<file path="config.mk">
export PLATFORM = sky130hd
export DESIGN_NAME = net_resolve_unit_flat
export DESIGN_NICKNAME = d
export VERILOG_FILES = /design/src/rtl/net_pkg.sv /design/src/rtl/net_resolve_unit_if.sv /design/src/rtl/net_resolve_bit.sv /design/src/rtl/net_resolve_unit.sv /design/src/flat_wrapper.sv
export SDC_FILE = /design/constraint.sdc
export NUM_CORES = 1
export LEC_CHECK = 0
export ABC_AREA = 1
export CORE_MARGIN = 2
export CORE_UTILIZATION = 49
export CTS_CLUSTER_DIAMETER = 200
export DETAILED_ROUTE_END_ITERATION = 7
export PLACE_DENSITY_LB_ADDON = 0.1
export SETUP_SLACK_MARGIN = 0.2
export SLEW_MARGIN = 20
export SYNTH_ARGS = -nofsm -noshare
export SYNTH_HDL_FRONTEND = slang
export SYNTH_SLANG_ARGS = --single-unit
</file>
<file path="constraint.sdc">
create_clock -name clk -period 3.7 [get_ports clk]
set_clock_uncertainty 0.05 [all_clocks]
set_input_delay 0.37 -clock clk [delete_from_list [all_inputs] [get_ports clk]]
set_output_delay 0.37 -clock clk [all_outputs]
set_load 0.005 [all_outputs]
</file>
<file path="src/rtl/net_pkg.sv">
// Shared types and helpers for the multi-driven net resolver.
// 4-state values are encoded 00=0, 01=1, 10=Z, 11=X.
package net_pkg;

  typedef enum logic [1:0] {
    L0 = 2'b00,
    L1 = 2'b01,
    LZ = 2'b10,
    LX = 2'b11
  } logic4_t;

  typedef enum logic [2:0] {
    WIRE    = 3'd0,
    WAND    = 3'd1,
    WOR     = 3'd2,
    TRIREG  = 3'd3,
    SUPPLY0 = 3'd4,
    SUPPLY1 = 3'd5
  } net_mode_e;

  // Pairwise wire combination: Z yields to the other side, disagreement is X.
  function automatic logic4_t resolve4(logic4_t a, logic4_t b);
    if (a == LZ) return b;
    if (b == LZ) return a;
    if (a == b)  return a;
    return LX;
  endfunction

  function automatic int unsigned cnt_width(int unsigned decay_txn);
    return (decay_txn == 0) ? 1 : $clog2(decay_txn + 1);
  endfunction

endpackage

</file>
<file path="src/rtl/net_resolve_unit_if.sv">
// Driver-set input stream and resolved-result output stream of the net resolver.
interface net_resolve_unit_if #(
  parameter int unsigned WIDTH = 6,
  parameter int unsigned NDRV  = 4
);

  logic                     in_valid;
  logic                     in_ready;
  logic [2:0]               mode;
  logic [NDRV*WIDTH*2-1:0]  drv_val;
  logic                     out_valid;
  logic                     out_ready;
  logic [WIDTH*2-1:0]       res_val;
  logic [WIDTH-1:0]         res_conflict;
  logic [WIDTH-1:0]         res_decayed;

  modport master (
    output in_valid, mode, drv_val, out_ready,
    input  in_ready, out_valid, res_val, res_conflict, res_decayed
  );

  modport slave (
    input  in_valid, mode, drv_val, out_ready,
    output in_ready, out_valid, res_val, res_conflict, res_decayed
  );

endinterface

</file>
<file path="src/rtl/net_resolve_bit.sv">
// Combinational resolver for one bit of a net: folds all drivers under the
// selected net kind and computes the next trireg charge and decay counter.
module net_resolve_bit
  import net_pkg::*;
#(
  parameter int unsigned NDRV      = 4,
  parameter int unsigned DECAY_TXN = 8,
  parameter int unsigned CNT_W     = cnt_width(DECAY_TXN)
) (
  input  logic [NDRV-1:0][1:0] drv_i,
  input  logic [2:0]           mode_i,
  input  logic [1:0]           charge_i,
  input  logic [CNT_W-1:0]     cnt_i,
  output logic [1:0]           val_o,
  output logic [1:0]           charge_o,
  output logic [CNT_W-1:0]     cnt_o,
  output logic                 conflict_o,
  output logic                 decayed_o
);

  localparam logic [CNT_W-1:0] CntMax = CNT_W'(DECAY_TXN);
  localparam logic [CNT_W-1:0] CntOne = CNT_W'(1);

  logic       has0, has1, hasx;
  logic4_t    wire_v;
  logic [1:0] wand_v, wor_v;
  logic [CNT_W-1:0] cnt_inc;

  always_comb begin
    has0   = 1'b0;
    has1   = 1'b0;
    hasx   = 1'b0;
    wire_v = LZ;
    for (int unsigned d = 0; d < NDRV; d++) begin
      has0   |= (logic4_t'(drv_i[d]) == L0);
      has1   |= (logic4_t'(drv_i[d]) == L1);
      hasx   |= (logic4_t'(drv_i[d]) == LX);
      wire_v  = resolve4(wire_v, logic4_t'(drv_i[d]));
    end
  end

  assign wand_v  = has0 ? L0 : hasx ? LX : has1 ? L1 : LZ;
  assign wor_v   = has1 ? L1 : hasx ? LX : has0 ? L0 : LZ;
  assign cnt_inc = (cnt_i == CntMax) ? cnt_i : cnt_i + CntOne;

  always_comb begin
    val_o      = wire_v;
    charge_o   = charge_i;
    cnt_o      = cnt_i;
    conflict_o = has0 && has1;
    decayed_o  = 1'b0;
    case (mode_i)
      WAND: begin
        val_o      = wand_v;
        conflict_o = 1'b0;
      end
      WOR: begin
        val_o      = wor_v;
        conflict_o = 1'b0;
      end
      TRIREG: begin
        if (wire_v != LZ) begin
          charge_o = wire_v;
          cnt_o    = '0;
        end else begin
          // Undriven: present the stored charge until the counter runs out.
          cnt_o = cnt_inc;
          val_o = charge_i;
          if ((DECAY_TXN != 0) && (cnt_inc == CntMax)) begin
            charge_o  = LX;
            val_o     = LX;
            decayed_o = 1'b1;
          end
        end
      end
      SUPPLY0: begin
        val_o      = L0;
        conflict_o = 1'b0;
      end
      SUPPLY1: begin
        val_o      = L1;
        conflict_o = 1'b0;
      end
      WIRE: ;
      default: conflict_o = 1'b1;
    endcase
  end

endmodule

</file>
<file path="src/rtl/net_resolve_unit.sv">
// Pipelined multi-driven net resolver: one registered result per accepted
// driver set, with per-bit trireg charge and decay counters.
module net_resolve_unit
  import net_pkg::*;
#(
  parameter int unsigned WIDTH     = 6,
  parameter int unsigned NDRV      = 4,
  parameter int unsigned DECAY_TXN = 8,
  parameter int unsigned CNT_W     = cnt_width(DECAY_TXN)
) (
  input  logic              clk,
  input  logic              rst_n,
  net_resolve_unit_if.slave bus
);

  localparam logic [2:0]             ModeWire   = WIRE;
  localparam logic [2:0]             ModeTrireg = TRIREG;
  localparam logic [WIDTH-1:0][1:0]  AllZ       = {WIDTH{2'b10}};
  localparam logic [WIDTH-1:0][1:0]  AllX       = {WIDTH{2'b11}};

  logic                        accept, mode_switch;
  logic                        out_valid_q, out_valid_d;
  logic [WIDTH-1:0][1:0]       res_val_q, res_val_d;
  logic [WIDTH-1:0]            res_conflict_q, res_conflict_d;
  logic [WIDTH-1:0]            res_decayed_q, res_decayed_d;
  logic [WIDTH-1:0][1:0]       charge_q, charge_d, charge_eff, charge_nx, val_nx;
  logic [WIDTH-1:0][CNT_W-1:0] cnt_q, cnt_d, cnt_eff, cnt_nx;
  logic [WIDTH-1:0]            conflict_nx, decayed_nx;
  logic [2:0]                  last_mode_q, last_mode_d;

  assign bus.in_ready     = !out_valid_q || bus.out_ready;
  assign accept           = bus.in_valid && bus.in_ready;
  assign bus.out_valid    = out_valid_q;
  assign bus.res_val      = res_val_q;
  assign bus.res_conflict = res_conflict_q;
  assign bus.res_decayed  = res_decayed_q;

  // Entering or leaving trireg discards any stored charge before resolving.
  assign mode_switch = (bus.mode != last_mode_q) &&
                       ((bus.mode == ModeTrireg) || (last_mode_q == ModeTrireg));
  assign charge_eff  = mode_switch ? AllX : charge_q;
  assign cnt_eff     = mode_switch ? '0 : cnt_q;

  for (genvar b = 0; b < WIDTH; b++) begin : g_bit
    logic [NDRV-1:0][1:0] drv_b;
    for (genvar d = 0; d < NDRV; d++) begin : g_drv
      assign drv_b[d] = bus.drv_val[(d*WIDTH+b)*2 +: 2];
    end

    net_resolve_bit #(
      .NDRV      (NDRV),
      .DECAY_TXN (DECAY_TXN),
      .CNT_W     (CNT_W)
    ) u_bit (
      .drv_i      (drv_b),
      .mode_i     (bus.mode),
      .charge_i   (charge_eff[b]),
      .cnt_i      (cnt_eff[b]),
      .val_o      (val_nx[b]),
      .charge_o   (charge_nx[b]),
      .cnt_o      (cnt_nx[b]),
      .conflict_o (conflict_nx[b]),
      .decayed_o  (decayed_nx[b])
    );
  end

  always_comb begin
    out_valid_d    = out_valid_q;
    res_val_d      = res_val_q;
    res_conflict_d = res_conflict_q;
    res_decayed_d  = res_decayed_q;
    charge_d       = charge_q;
    cnt_d          = cnt_q;
    last_mode_d    = last_mode_q;
    if (accept) begin
      out_valid_d    = 1'b1;
      res_val_d      = val_nx;
      res_conflict_d = conflict_nx;
      res_decayed_d  = decayed_nx;
      charge_d       = charge_nx;
      cnt_d          = cnt_nx;
      last_mode_d    = bus.mode;
    end else if (bus.out_ready) begin
      out_valid_d = 1'b0;
    end
  end

  always_ff @(posedge clk or negedge rst_n) begin
    if (!rst_n) begin
      out_valid_q    <= 1'b0;
      res_val_q      <= AllZ;
      res_conflict_q <= '0;
      res_decayed_q  <= '0;
      charge_q       <= AllX;
      cnt_q          <= '0;
      last_mode_q    <= ModeWire;
    end else begin
      out_valid_q    <= out_valid_d;
      res_val_q      <= res_val_d;
      res_conflict_q <= res_conflict_d;
      res_decayed_q  <= res_decayed_d;
      charge_q       <= charge_d;
      cnt_q          <= cnt_d;
      last_mode_q    <= last_mode_d;
    end
  end

endmodule

</file>
<file path="src/flat_wrapper.sv">
// flat-port wrapper written by rule: the top's interface ports become plain ports
module net_resolve_unit_flat import net_pkg::*;
#(
  parameter int unsigned WIDTH     = 6,
  parameter int unsigned NDRV      = 4,
  parameter int unsigned DECAY_TXN = 8,
  parameter int unsigned CNT_W     = cnt_width(DECAY_TXN)
)
  (clk, rst_n, bus_in_valid, bus_mode, bus_drv_val, bus_out_ready, bus_in_ready, bus_out_valid, bus_res_val, bus_res_conflict, bus_res_decayed);
  net_resolve_unit_if #(.WIDTH(WIDTH), .NDRV(NDRV)) bus_i ();
  input  logic clk;
  input  logic rst_n;
  input wire logic [$bits(bus_i.in_valid)-1:0] bus_in_valid;
  input wire logic [$bits(bus_i.mode)-1:0] bus_mode;
  input wire logic [$bits(bus_i.drv_val)-1:0] bus_drv_val;
  input wire logic [$bits(bus_i.out_ready)-1:0] bus_out_ready;
  output wire logic [$bits(bus_i.in_ready)-1:0] bus_in_ready;
  output wire logic [$bits(bus_i.out_valid)-1:0] bus_out_valid;
  output wire logic [$bits(bus_i.res_val)-1:0] bus_res_val;
  output wire logic [$bits(bus_i.res_conflict)-1:0] bus_res_conflict;
  output wire logic [$bits(bus_i.res_decayed)-1:0] bus_res_decayed;
  assign bus_i.in_valid = bus_in_valid;
  assign bus_i.mode = bus_mode;
  assign bus_i.drv_val = bus_drv_val;
  assign bus_i.out_ready = bus_out_ready;
  assign bus_in_ready = bus_i.in_ready;
  assign bus_out_valid = bus_i.out_valid;
  assign bus_res_val = bus_i.res_val;
  assign bus_res_conflict = bus_i.res_conflict;
  assign bus_res_decayed = bus_i.res_decayed;
  net_resolve_unit #(.WIDTH(WIDTH), .NDRV(NDRV), .DECAY_TXN(DECAY_TXN), .CNT_W(CNT_W)) u_core (.clk(clk), .rst_n(rst_n), .bus(bus_i));
endmodule
</file>
Yosys cells after proc, flatten, opt, wreduce, memory -nomap -nowiden --
Cells that the tools add are included.
Word-level totals: register bits after elaboration 64, output and inout bits 26, word-level logic and storage cells 570
Cells by class: $add $sub $neg 6, equal/unequal tests 127, muxes and demuxes 322, bitwise operators 54, reductions and logical operators 39
Operators with widths (count):
- 2-bit two-way mux | 162
- 1-bit two-way mux | 128
- 2-bit equality test (second input constant) | 60
- 4-bit two-way mux | 18
- 2-bit case mux with 5 select lines | 6
- 1-bit OR | 54
- 2-bit by 1-bit equality test with 1-bit output (second input constant) | 24
- 4-bit equality test (second input constant) | 12
- 2-bit zero test | 24
- 2-bit equality test | 18
- 4-bit by 1-bit adder with 4-bit output (second input constant) | 6
- 24-bit two-way mux | 1
- 12-bit two-way mux | 1
- 2-bit != test (second input constant) | 6
- 1-bit case mux with 2 select lines | 6
- 3-bit by 2-bit equality test with 1-bit output (second input constant) | 3
- 1-bit logical AND | 8
- 3-bit equality test (second input constant) | 2
- 4-bit OR reduction | 1
- 3-bit by 1-bit equality test with 1-bit output (second input constant) | 1
- 3-bit zero test | 1
- 3-bit != test | 1
- 1-bit logical OR | 2
- 2-bit nonzero test | 1
- 2 further kinds | 2

Logic depth before layout (Yosys ltp) --
Gate-level depths: netlist (run 1).
depth in word-level cells 27, gate-level depth with buffers 25, depth with buffers taken out 23

By module --
A second synthesis (run 1) with hierarchy kept.
Second synthesis, totals: cells, all modules 1056, area total of the unflattened synthesis 6600.1 µm²
By module, submodules not included:
- net_resolve_unit | times used 1, cells each 352, area each 3007.9 µm², sequential area each 1624.1 µm²
- net_resolve_bit at u_core.g_bit[3].u_bit ... | times used 3, cells each 114, area each 594.3 µm², sequential area each 0.0 µm²
- net_resolve_bit at u_core.g_bit[0].u_bit ... | times used 2, cells each 123, area each 609.3 µm², sequential area each 0.0 µm²
- net_resolve_bit at u_core.g_bit[2].u_bit | times used 1, cells each 116, area each 590.6 µm², sequential area each 0.0 µm²

Least setup slack after synthesis (run 1) --
OpenSTA, ideal clock, no wires.
path type input to register, from input port bus_mode[1], to register u_core.res_val_q (netlist bit u_core.bus.res_val[11]), library setup time 61 ps, arrival 2358 ps, required time 3589 ps, path slack 1231 ps, stages 22, path buffers 2, cell sequence inv_2 nor2_4 nand2_4 o21ai_2 nand2_4 buf_4 inv_2 buf_2 nor2_1 inv_1 ha_1 inv_1 nor2_1 nand3_1 nand2_1 nand3b_1 or2_1 nand3_1 nand3_1 nand2_1 nand2_1 nand2_1
Between the ends: word-level cells in the longest chain between the ends 10, elaborated cells on any way between the ends 17
RTL lines:
- from (decl) | RTL line flat_wrapper.sv:14 | input wire logic [$bits(bus_i.mode)-1:0] bus_mode;
- 3-bit by 2-bit equality test with 1-bit output | RTL line net_resolve_bit.sv:52, net_resolve_unit.sv:40
- 1-bit logical OR | RTL line net_resolve_unit.sv:40 | ((bus.mode == ModeTrireg) || (last_mode_q == ModeTrireg));
- 1-bit logical AND | RTL line net_resolve_unit.sv:39 | assign mode_switch = (bus.mode != last_mode_q) &&
- 24-bit two-way mux | RTL line net_resolve_unit.sv:42 | assign cnt_eff = mode_switch ? '0 : cnt_q;
- 4-bit by 1-bit adder with 4-bit output / 4-bit equality test (equally long branches) | RTL line net_resolve_bit.sv:44 | assign cnt_inc = (cnt_i == CntMax) ? cnt_i : cnt_i + CntOne;
- 4-bit two-way mux | RTL line net_resolve_bit.sv:44
- 4-bit equality test | RTL line net_resolve_bit.sv:69 | if ((DECAY_TXN != 0) && (cnt_inc == CntMax)) begin
- 2-bit two-way mux | RTL line net_resolve_bit.sv:69
- 2-bit two-way mux | RTL line net_resolve_bit.sv:62 | if (wire_v != LZ) begin
- 2-bit case mux with 5 select lines (*) | RTL line net_resolve_bit.sv:52 | case (mode_i)
- to (signal assigned) | RTL line net_resolve_unit.sv:91 | res_val_q <= AllZ;
- to (signal assigned) | RTL line net_resolve_unit.sv:99 | res_val_q <= res_val_d;
- to (decl) | RTL line net_resolve_unit.sv:23 | logic [WIDTH-1:0][1:0] res_val_q, res_val_d;
Every way passes the cells marked *; elsewhere a longest branch is shown, timed or not. A chain may end at the register's enable or synchronous reset.

Final worst setup path (run 1) --
from input port bus_mode[0], to register u_core.res_val_q (netlist bit u_core.bus.res_val[11])
Same word-level chain as after synthesis.

==> results of run 1 <==
[final timing paths]
kind | from | endpoint | slack (ns) | depth (start not counted)
max in group asynchronous | rst_n | u_core.charge_q[9] | 2.72 | 2
min in group clk | u_core.bus.res_val[5] | u_core.bus.res_val[5] | 0.44 | 2
setup reg to reg | u_core.last_mode_q[2] | u_core.bus.res_val[11] | 1.14 | 18
hold / removal | rst_n | u_core.bus.out_valid | 0.06 | 1
setup / recovery | bus_mode[0] | u_core.bus.res_val[11] | 0.86 | 21
hold reg to reg | u_core.bus.res_val[5] | u_core.bus.res_val[5] | 0.44 | 2
[per-layer routing]
metal	global-route usage	vias up
li1	-	3004
met4	0.0852	0
met3	0.0359	19
met2	0.429	221
met5	0	-
met1	0.375	2744
[where the power goes]
| part | internal (uW) | total (uW) | switching [uW] | leakage [uW] |
|---|---|---|---|---|
| registers | 857 | 974 | 117 | 0.000756 |
| logic | 395 | 951 | 555 | 0.00231 |
| clock network | 243 | 518 | 275 | 0.0000784 |
[metrics by stage]
| step | instance area [um^2] | utilization |
|---|---|---|
| finish | 6480 | 0.600 |
| global route | 6480 | 0.600 |
| CTS | 6480 | 0.600 |
| detailed placement | 6320 | 0.586 |
| global placement | 6320 | 0.586 |
| floorplan | 5380 | - |
[cells by family (layout without fill, tap and decap cells)]
group	Yosys count	count (layout)	share of synthesized area
and+or+nand+nor	451	451	0.351
AOI/OAI and AO/OA	184	184	0.194
buffers and inverters	151	233	0.110
DFF	64	64	0.302
adders and majority gates	16	16	0.0372
xor gates and xnor gates	2	2	0.00326
muxes	1	1	0.00186
[worst max-delay path, cell delays in order]
cell and delay (ns):
clkdlybuf4s50_1 0.60, inv_1 0.12, nand2_1 0.07, nand2_1 0.05
nand3_1 0.11, nand2_4 0.07, inv_2 0.25, nor2_1 0.12
inv_1 0.07, ha_1 0.13, inv_1 0.04, nor2_1 0.12
nand3_1 0.12, nand2_1 0.11, nand3b_1 0.11, or2_1 0.26
nand3_1 0.08, nand3_1 0.09, nand2_1 0.08, nand2_1 0.04
nand2_1 0.05
[area by class of cell]
class / instances / share of cell area
sequential: 64 / 0.251
timing repair buffer: 91 / 0.138
multi-input combinational: 654 / 0.488
clock inverter: 2 / 0.00155
inverter: 126 / 0.0730
tap: 140 / 0.0270
clock buffer: 14 / 0.0220
[cells in the final DEF (no fill, tap or decap), types with 3 or more instances in the layout]
cell,Yosys,final
clkbuf_1,16,5
nand4_1,16,16
inv_2,3,3
o21ai_0,51,51
a221oi_1,3,3
nor3_1,15,15
o31ai_1,9,9
o22ai_1,18,18
clkbuf_8,0,9
ha_1,16,16
o211ai_1,4,4
dfrtp_1,46,46
buf_4,2,10
a211oi_1,3,3
clkdlybuf4s50_1,0,79
nand3_1,40,40
nand2_1,229,228
dfstp_2,18,18
a31oi_1,12,12
inv_1,122,122
nor2_1,129,129
a21oi_1,67,67
nand3b_1,12,12
o21ai_1,8,8
[flip-flops by register name, indices dropped and copies added (netlist names)]
register and cells:
u_core.last_mode_q 3, u_core.bus.res_conflict 6, u_core.bus.res_val 12, u_core.bus.res_decayed 6, u_core.cnt_q 24, u_core.bus.out_valid 1
u_core.charge_q 12
==> metrics.yaml, run 1 <==
synth.area.top_cells: "dfrtp_1 21%, nand2_1 16%, nor2_1 9.0%"
final.min_clock_period_ns: 2.84
grt_max_degree: 53
met1_length_mm: 7.20
rsz0062_at_grt: "false"
setup.worst_path.class: "input pin to register"
synth_top_area_frac: 0.214
area.sequential_um2: 1620
layout.cells.non_filler: 1091
synth_enable_flop_cells: 0
drt_iter0_markers: 547
whs_ns: 0.0618
cts.sinks: 64
end_kind: "register"
cts_buffer_depth: 2
clock-root-buffer: "clkbuf_8"
dp_hpwl_mm: 11.1
fin_tns_setup_ns: 0
multiInputGateArea_um2: 3160
dp_slack_ns: 0.535
synthCells: 869
maxCapViolations: 0
power.density_nw_per_um2: 377
final-max-slew-violation-count: 0
n_fill_cell: 1009
cts_resized: 0
htree_num_levels: 3
clk_pin_slew_worst_paths_ns: 0.08
core-area_um2: 10800
synth_seq_area_share: 0.302
ys.flop_type: "dfrtp_1"
antenna_found_initial: 0
worst_slew_pin_slew_ns: 0.821
gp_congestion: 0.870
fmax_ghz: 0.352
num_io_pins: 81
hold_viol: 0
clk_latency_ns: 0.35
worstPathArrival_ns: 3.07
dr.pass1.iters: 7
routed_wl_mm: 15.2
highest_layer: "met4"
synthMostInstantiatedCell: "nand2_1"
dieHeight_um: 109
layout_worst_path_cycle_share: 0.768
wl_met2_mm: 6.79
cts_tree: "done"
die_area_um2: 11800
grt_overflow: 0
syn_to_final_growth_pct: 20.5
drc: 0
routed-wl-met3_um: 988
peakVddDrop_mv: 0.159
synth_nets: 940
rows: 38
diodes: 0
max-slew-margin-rel: 0.453
drive_gt1_frac: 0.0536
synth_cell_types: 43
start_util: 0.498
synth_area_um2: 5380
grt_usage: 0.268
start_kind: "input pin"
leakage_uw: 0.00314
ys_ff_latch: 64
avgSynthCellArea_um2: 6.19
hold_class: "input pin to asynchronous set/reset pin"
synthArstFlopShare: 1.00
cts_hold_buf: 0
post-cts-setup-buffers: 0
status: "finished, final reports clean"
cts_buffers: 9
worstPathRequired_ns: 3.93
wl_per_cell_um: 13.9
routed_via_density: 5.49
setup_slack_ns: 0.859
setup_viol: 0
dp.cells: 1075
detail-route-antenna-nets: 0
port_buffers: 80
crit_path_max_fanout: 16
synth_top_cell_by_area: "dfrtp_1"
yosysWarnings: 0
total_power_uw: 2440
vias: 5988
grt_pass1_wl_mm: 25.5
die_w_um: 109
nets: 1017
grt_pass1_vias: 5560
ys_top_cells_by_count: "229 x nand2_1, 129 x nor2_1, 122 x inv_1, 67 x a21oi_1, 51 x o21ai_0"
Note: power is estimated with default switching activity, not from simulation.
==> run 2, diff against run 1 <==
==> constraint.sdc (replaced) <==
create_clock -name clk -period 2.8 [get_ports clk]
set_clock_uncertainty 0.05 [all_clocks]
set_input_delay 0.28 -clock clk [delete_from_list [all_inputs] [get_ports clk]]
set_output_delay 0.28 -clock clk [all_outputs]
set_load 0.005 [all_outputs]
==> metrics.yaml, run 2 (synthesis results as in run 1) <==
fin_util: 0.638
dp_hpwl_mm: 11.8
grt_pass1_wl_mm: 26.6
switching_power_uw: 1320
peakVddDrop_mv: 0.282
cts.sinks: 64
startpoint: "u_core.last_mode_q[0]"
max-slew-margin-rel: 0.537
dieHeight_um: 109
grt_max_degree: 41
port_buffers: 80
die_area_um2: 11800
grt_overflow: 0
grt_busiest_layer: "met2"
end_kind: "register"
power_frac_clock: 0.240
r2r-start: "u_core.last_mode_q[0]"
final-max-slew-violation-count: 0
multiInputGateArea_um2: 3210
gp_congestion: 0.924
reg2reg_slack_ns: 0.42
n_fill_cell: 972
final_cell_mix: "226 x nand2_1, 123 x nor2_1, 122 x inv_1, 76 x clkdlybuf4s50_1, 63 x a21oi_1"
maxCapViolations: 0
use_met1: 0.380
grt_usage: 0.284
fmax_ghz: 0.420
seq_power_share: 0.367
worstPathArrival_ns: 2.64
leakage_uw: 0.00338
clock-root-buffer: "clkbuf_8"
cts_buffers: 9
wl_per_cell_um: 14.3
hold_viol: 0
start_kind: "register"
antenna_found_initial: 0
vias: 6159
drive_gt1_frac: 0.104
setup_viol: 0
worstRegToRegCells: 19
drt_iter0_markers: 465
nets: 1051
crit_path_max_fanout: 6
routed_via_density: 5.47
clk_latency_ns: 0.36
drc: 0
place_area_um2: 6620
final.min_clock_period_ns: 2.38
max_flop_register: "u_core.cnt_q"
dr.pass1.iters: 5
use_met3: 0.0341
hp-start: "bus_mode[1]"
setup.worst_path.class: "register to register"
finish.instance_area_um2: 6890
timing.rr.end: "u_core.bus.res_val[11]"
hold-path-endpoint: "u_core.last_mode_q[1]"
area.sequential_um2: 1620
htree_num_levels: 3
cts_buffer_depth: 2
diodes: 0
power_frac_comb: 0.393
routed_wl_mm: 16.1
status: "finished, final reports clean"
mostFrequentLayoutCell: "nand2_1"
core-area_um2: 10800
detail-route-antenna-nets: 0
num_io_pins: 81
worst_slew_pin_slew_ns: 0.694
hold_class: "input pin to register"
met2_usage: 0.470
clk_pin_slew_worst_paths_ns: 0.08
p_sw_frac: 0.374
grt_pass1_vias: 5772
rows: 38
rsz0062_at_grt: "false"
die_w_um: 109
intPower_uw: 2200
largest_reg_flops: 24
start_util: 0.498
syn_to_final_growth_pct: 28.1
power.density_nw_per_um2: 511
whs_path_depth: 3
worstPathRequired_ns: 3.06
layout_worst_path_cycle_share: 0.851
cts_tree: "done"
-- run 2: cell types whose count changed in the layout (fill, tap and decap cells not counted), moves of 3 or more --
cell             before  now
nor2_2                0    6
a21oi_2               0    4
nor2_1              129  123
a21oi_1              67   63
dlymetal6s2s_1        0    3
buf_4                10   39
clkdlybuf4s50_1      79   76
clkbuf_1              5    2
buf_12                1    5
-- run 2: worst max-delay path by stage --
stage | endpoint | slack (ns) | cells after the start
2_1_floorplan | u_core.bus.res_val[8] | 0.37 | 23
3_3_place_gp | u_core.bus.res_val[8] | -0.0002 | 22
3_5_place_dp | u_core.bus.res_val[8] | -0.05 | 22
4_1_cts | u_core.bus.res_val[8] | 0.31 | 22
5_1_grt | u_core.bus.res_val[8] | 0.19 | 23
6_report | u_core.bus.res_val[11] | 0.42 | 19
-- run 2: power groups by stage --
| stage | clock network [uW] | registers, uW | logic, uW |
|---|---|---|---|
| after floorplan | 0 | 1260 | 825 |
| after global routing | 895 | 1310 | 1570 |
| after detailed placement | 0 | 1290 | 1350 |
| final | 847 | 1290 | 1380 |
| after CTS | 858 | 1280 | 1350 |
| after global placement | 0 | 1290 | 1300 |
-- run 2: per-stage QoR --
stage	cells	setup slack [ns]	total power (uW)	hold slack (ns)	TNS [ns]
3_3_place_gp	1107	-0.000160	2590	0.318	-0.000160
6_report	1125	0.416	3520	0.286	0
5_1_grt	1125	0.193	3770	0.313	0
2_1_floorplan	869	0.372	2080	-0.0656	0
4_1_cts	1124	0.315	3490	0.427	0
3_5_place_dp	1107	-0.0459	2640	0.317	-0.0768
-- run 2: critical path: stages, from the launching register on --
cell,delay (ns)
dfrtp_1,0.40
inv_1,0.06
nand2_1,0.06
nand2_1,0.05
nand3_1,0.12
nand2_4,0.10
buf_4,0.15
nand2_1,0.10
ha_1,0.15
inv_1,0.05
nor2_2,0.09
nand3_1,0.12
nand2_1,0.09
nand3b_1,0.11
or2_4,0.28
nand3_1,0.07
nand3_1,0.10
nand2_1,0.08
nand2_1,0.04
nand2_1,0.05
-- run 2: final cells by class --
type                            count  area share
Clock buffer                       13      0.0231
Clock inverter                      3     0.00581
Inverter                          126      0.0690
Multi-Input combinational cell    654       0.466
Sequential cell                    64       0.236
Tap cell                          140      0.0254
Timing Repair Buffer              125       0.175
-- run 2: what timing repair did --
action,4_1_cts,5_1_grt
buffers inserted,0,1
hold buffers,1,0
endpoints found under the setup margin,0,19
gates resized for setup,0,19
endpoints found under the hold margin,26,0
-- run 2: routing by layer --
metal / wire length, um / vias to the layer above
met2: 7520 / 224
met1: 7410 / 2848
met5: 0 / -
li1: - / 3073
met3: 942 / 14
met4: 215 / 0
